===== src/rtl/pipeline_queue_pkg.sv =====
// pipeline_queue_pkg: packed decode-to-ROB payload layout shared by decode, queue and dispatch.
package pipeline_queue_pkg;
  localparam int PQ_OPC_W = 7;
  localparam int PQ_REG_W = 5;
  localparam int PQ_IMM_W = 10;
  typedef struct packed {
    logic [PQ_IMM_W-1:0] imm;
    logic [PQ_REG_W-1:0] rs2;
    logic [PQ_REG_W-1:0] rs1;
    logic [PQ_REG_W-1:0] rd;
    logic [PQ_OPC_W-1:0] opc;
  } pq_payload_t;
  localparam int PQ_OPC_LSB = 0;
  localparam int PQ_RD_LSB = PQ_OPC_LSB + PQ_OPC_W;
  localparam int PQ_RS1_LSB = PQ_RD_LSB + PQ_REG_W;
  localparam int PQ_RS2_LSB = PQ_RS1_LSB + PQ_REG_W;
  localparam int PQ_IMM_LSB = PQ_RS2_LSB + PQ_REG_W;
  localparam int PQ_PAYLOAD_W = $bits(pq_payload_t);
endpackage


===== src/rtl/pipeline_queue_ram.sv =====
// pipeline_queue_ram: DEPTHxWIDTH register array, synchronous write, asynchronous read.
module pipeline_queue_ram #(
  parameter int WIDTH = 32,
  parameter int DEPTH = 4,
  parameter int AW = $clog2(DEPTH)
) (
  input  logic             clk,
  input  logic             we,
  input  logic [AW-1:0]    waddr,
  input  logic [WIDTH-1:0] wdata,
  input  logic [AW-1:0]    raddr,
  output logic [WIDTH-1:0] rdata
);
  logic [WIDTH-1:0] mem [DEPTH];
  always_ff @(posedge clk) if (we) mem[waddr] <= wdata;
  assign rdata = mem[raddr];
endmodule


===== src/rtl/pipeline_queue.sv =====
// pipeline_queue: elastic DEPTH-entry valid/ready FIFO stage with almost_full stall and one-cycle flush.
module pipeline_queue
  import pipeline_queue_pkg::*;
#(
  parameter int WIDTH = PQ_PAYLOAD_W,
  parameter int DEPTH = 4,
  parameter int AFULL_LEVEL = DEPTH - 1
) (
  input  logic                     clk,
  input  logic                     rst,
  input  logic                     flush,
  input  logic                     in_valid,
  output logic                     in_ready,
  input  logic [WIDTH-1:0]         in_data,
  output logic                     out_valid,
  input  logic                     out_ready,
  output logic [WIDTH-1:0]         out_data,
  output logic [$clog2(DEPTH):0]   count,
  output logic                     almost_full
);
  localparam int AW = $clog2(DEPTH);
  localparam int CW = AW + 1;
  logic [AW-1:0] head_q, head_d, tail_q, tail_d;
  logic [CW-1:0] count_q, count_d;
  logic push, pop, we;
  logic [WIDTH-1:0] rdata;
  assign in_ready = count_q != CW'(DEPTH);
  assign out_valid = count_q != '0;
  assign almost_full = count_q >= CW'(AFULL_LEVEL);
  assign count = count_q;
  assign out_data = out_valid ? rdata : '0;
  always_comb begin
    push = in_valid & in_ready;
    pop = out_valid & out_ready;
    we = push & ~flush & ~rst;
    head_d = flush ? '0 : head_q + AW'(pop);
    tail_d = flush ? '0 : tail_q + AW'(push);
    count_d = flush ? '0 : count_q + CW'(push) - CW'(pop);
  end
  always_ff @(posedge clk) begin
    if (rst) begin
      head_q <= '0;
      tail_q <= '0;
      count_q <= '0;
    end else begin
      head_q <= head_d;
      tail_q <= tail_d;
      count_q <= count_d;
    end
  end
  pipeline_queue_ram #(.WIDTH(WIDTH), .DEPTH(DEPTH)) u_ram (
    .clk(clk), .we(we), .waddr(tail_q), .wdata(in_data), .raddr(head_q), .rdata(rdata)
  );
endmodule


===== config.mk =====
export PLATFORM = sky130hd
export DESIGN_NAME = pipeline_queue
export DESIGN_NICKNAME = d
export VERILOG_FILES = /design/src/rtl/pipeline_queue_pkg.sv /design/src/rtl/pipeline_queue_ram.sv /design/src/rtl/pipeline_queue.sv
export SDC_FILE = /design/constraint.sdc
export NUM_CORES = 1
export LEC_CHECK = 0
export CORE_MARGIN = 2
export CORE_UTILIZATION = 58
export CTS_CLUSTER_SIZE = 8
export DETAILED_ROUTE_END_ITERATION = 8
export GPL_ROUTABILITY_DRIVEN = 0
export PLACE_DENSITY_LB_ADDON = 0.05
export REMOVE_ABC_BUFFERS = 1
export SYNTH_ARGS = -nofsm -noshare
export SYNTH_HDL_FRONTEND = slang
export SYNTH_HIERARCHICAL = 1
export SYNTH_SLANG_ARGS = --single-unit

===== constraint.sdc =====
create_clock -name clk -period 8.15 [get_ports clk]
set_input_delay 2.445 -clock clk [delete_from_list [all_inputs] [get_ports clk]]
set_output_delay 2.445 -clock clk [all_outputs]
set_load 0.03 [all_outputs]

==> metrics <==
clock buffer depth 2; post-synthesis area per instance 21.9 sq um; root buf cell clkbuf_8; Top Metal Used met4; Worst Tran Pin Value 0.879 ns; WL met1 between 3 and 4 mm; clock latency on the worst-skew pair between 0.5 and 0.6 ns; Total Routing Usage GR 20.1%; # rows 34; DR DRC count 0; TritonCTS buffer count 17; die width ~100 microns; register area share after synthesis about three quarters; global-route wire length before repair 14.4 mm; Hold Crit Start tail_q[1]$_SDFF_PP0_; clock-pin slew of the registers on the worst-case setup and hold paths about 0.06 ns; DR WL met3 about 630 microns; r2r endpoint u_ram/mem[3][2]$_DFFE_PP_; fmax around 190 MHz; reg2reg setup slack approximately 6.0 ns; Tmin final ~5.4 ns; Setup Buffers After CTS 0; data arrival time of the critical path between 2 and 3 ns; routed wl met2 4.61 mm; # hold bufs at CTS 0; Hold Path End tail_q[1]$_SDFF_PP0_; Pre-antenna DRT Iters 5; hold path depth 2; Seq cells post-synth 135; Hold WC Path Type flip-flop to flip-flop; Leak ~2.2 nW; worst setup path class flip-flop to primary output; share of cells above drive strength 1 ~26%; post_cts resized 0; largest net degree at the start of global routing 35; Distinct cells, synth 27; status finished, final reports clean; area of the core around 0.0088 sq mm; most frequent cells in the layout 128 x edfxtp_1, 74 x clkdlybuf4s50_1, 30 x mux4_2; P per Cell Area approximately 250 mW/mm^2; total wire length between 9 and 10 mm; 1st-iter DRT viols 212; crit-path max FO 22; max-slew violation count 0; Via density approximately 5.6; Fin. Hold Viols 0; Antenna Cells 0; # setup viols final 0; Mapped Area 0.00533 sq mm; synth-to-layout area growth 25.8%; commonest non-fill, non-tap cell in the layout edfxtp_1; Max-Cap Viols 0; Layout Nets between 300 and 400; Req. time, crit path 5.71 ns; HPWL Detailed 4.89 mm; DR vias approximately 2500; crit start category flip-flop; full die area between 0.009 and 0.01 sq mm; RSZ-0062 raised after global routing no; setup TNS 0 ns; worst reg2reg path depth 4; Initial Util roughly three fifths; vias in the first global route 2652; Inst Count DP 417; TritonCTS clock tree yes; Post-DRT Antenna Nets 0; Yosys warning count 6; element type at the critical path end primary output; IO Count 75; CTS sink count 135; die height approximately 100 microns; Slew Limit Headroom 41.4%; worst r2r src count[1]$_SDFF_PP0_; initial antenna violation count 0; Gate Count Post-Synth between 200 and 250; wire length per cell slightly above 20 microns; CTS HTree Levels 4; gr ovfl total 0; Max IR drop VDD around 0.15 mV; critical path launch point head_q[0]$_SDFF_PP0_; fin crit share approximately 66%; Fill cells about 480; PortBufs 74; Finished Layout Cells 449; Worst Skew 0.0227 ns
[metrics by stage]
step                      hold WS, ns  instance area, sq um  total power, mW  setup slack (ns)  util (%)
after CTS                       0.578                  6710             1.69              2.69      76.2
after floorplan                 0.518                  5210            0.873              2.40         -
final                           0.570                  6710             1.68              2.78      76.2
after global routing            0.616                  6710             1.73              2.55      76.2
after detailed placement        0.559                  6110            0.944              3.25      69.4
after global placement          0.550                  6110            0.942              3.26      69.4
[critical path, stage by stage, from the launching register on]
cell and delay (ns):
dfxtp_2 0.59, buf_4 0.48, mux4_1 0.59, and2_1 0.15, clkdlybuf4s50_1 0.58
[layer usage]
layer | up-vias | track usage [%]
met5 | - | 0
met4 | 0 | 8.54
met3 | 8 | 6.69
met2 | 109 | 31.8
met1 | 1255 | 26.0
li1 | 1147 | -
[worst max-delay path by stage]
stage / endpoint / slack (ns)
6_report: out_data[0] / 2.78
5_1_grt: out_data[0] / 2.55
3_3_place_gp: out_data[0] / 3.26
3_5_place_dp: out_data[0] / 3.25
4_1_cts: out_data[0] / 2.69
2_1_floorplan: u_ram/mem[0][0]$_DFFE_PP_ / 2.40
[flip-flops by register name, summed over array words and instances, names as in the netlist]
register	count
count	3
head_q	2
tail_q	2
u_ram/mem	128
[cell type report]
cell class	instances	area (sq um)	share of cell area, %
clock buffers	17	414	6.18
clock inverters	15	178	2.65
inverters	3	11.3	0.168
multi-input cells	95	1230	18.3
flip-flops and latches	135	3990	59.4
well taps	108	135	2.01
repair buffers	76	756	11.3
[synth_stat cells]
library cell | instances | share of area, %
and2_1 | 17 | 2.0
and2_4 | 18 | 3.0
and3_1 | 1 | 0.12
and3b_1 | 2 | 0.33
buf_12 | 3 | 1.1
buf_2 | 3 | 0.28
buf_6 | 4 | 0.84
dfxtp_1 | 7 | 2.6
edfxtp_1 | 128 | 72
fa_1 | 1 | 0.38
ha_1 | 3 | 0.70
inv_1 | 3 | 0.21
mux4_1 | 2 | 0.99
mux4_2 | 30 | 13
nand2_1 | 1 | 0.070
nand2_4 | 1 | 0.21
nand3_1 | 1 | 0.094
nor2_1 | 6 | 0.42
nor3b_1 | 1 | 0.14
o21ai_0 | 1 | 0.094
o311ai_0 | 1 | 0.16
o31ai_1 | 1 | 0.14
or2_1 | 1 | 0.12
or3_4 | 1 | 0.21
or3b_4 | 1 | 0.21
xnor2_1 | 2 | 0.33
xor2_1 | 3 | 0.49
[cell families after synthesis]
logic type                 share of synthesized area (%)
muxes                                               13.7
buffers and inverters                               2.46
and+or+nand+nor                                     6.87
AOI/OAI and AO/OA                                  0.399
xor gates and xnor gates                           0.821
DFF                                                 74.7
adders and majority gates                           1.08
[power breakdown]
part	switching (mW)	internal (mW)
Sequential	0.00536	0.769
Combinational	0.0795	0.0753
Clock	0.285	0.467
Total	0.369	1.31
(Power assumes the default switching activity.)
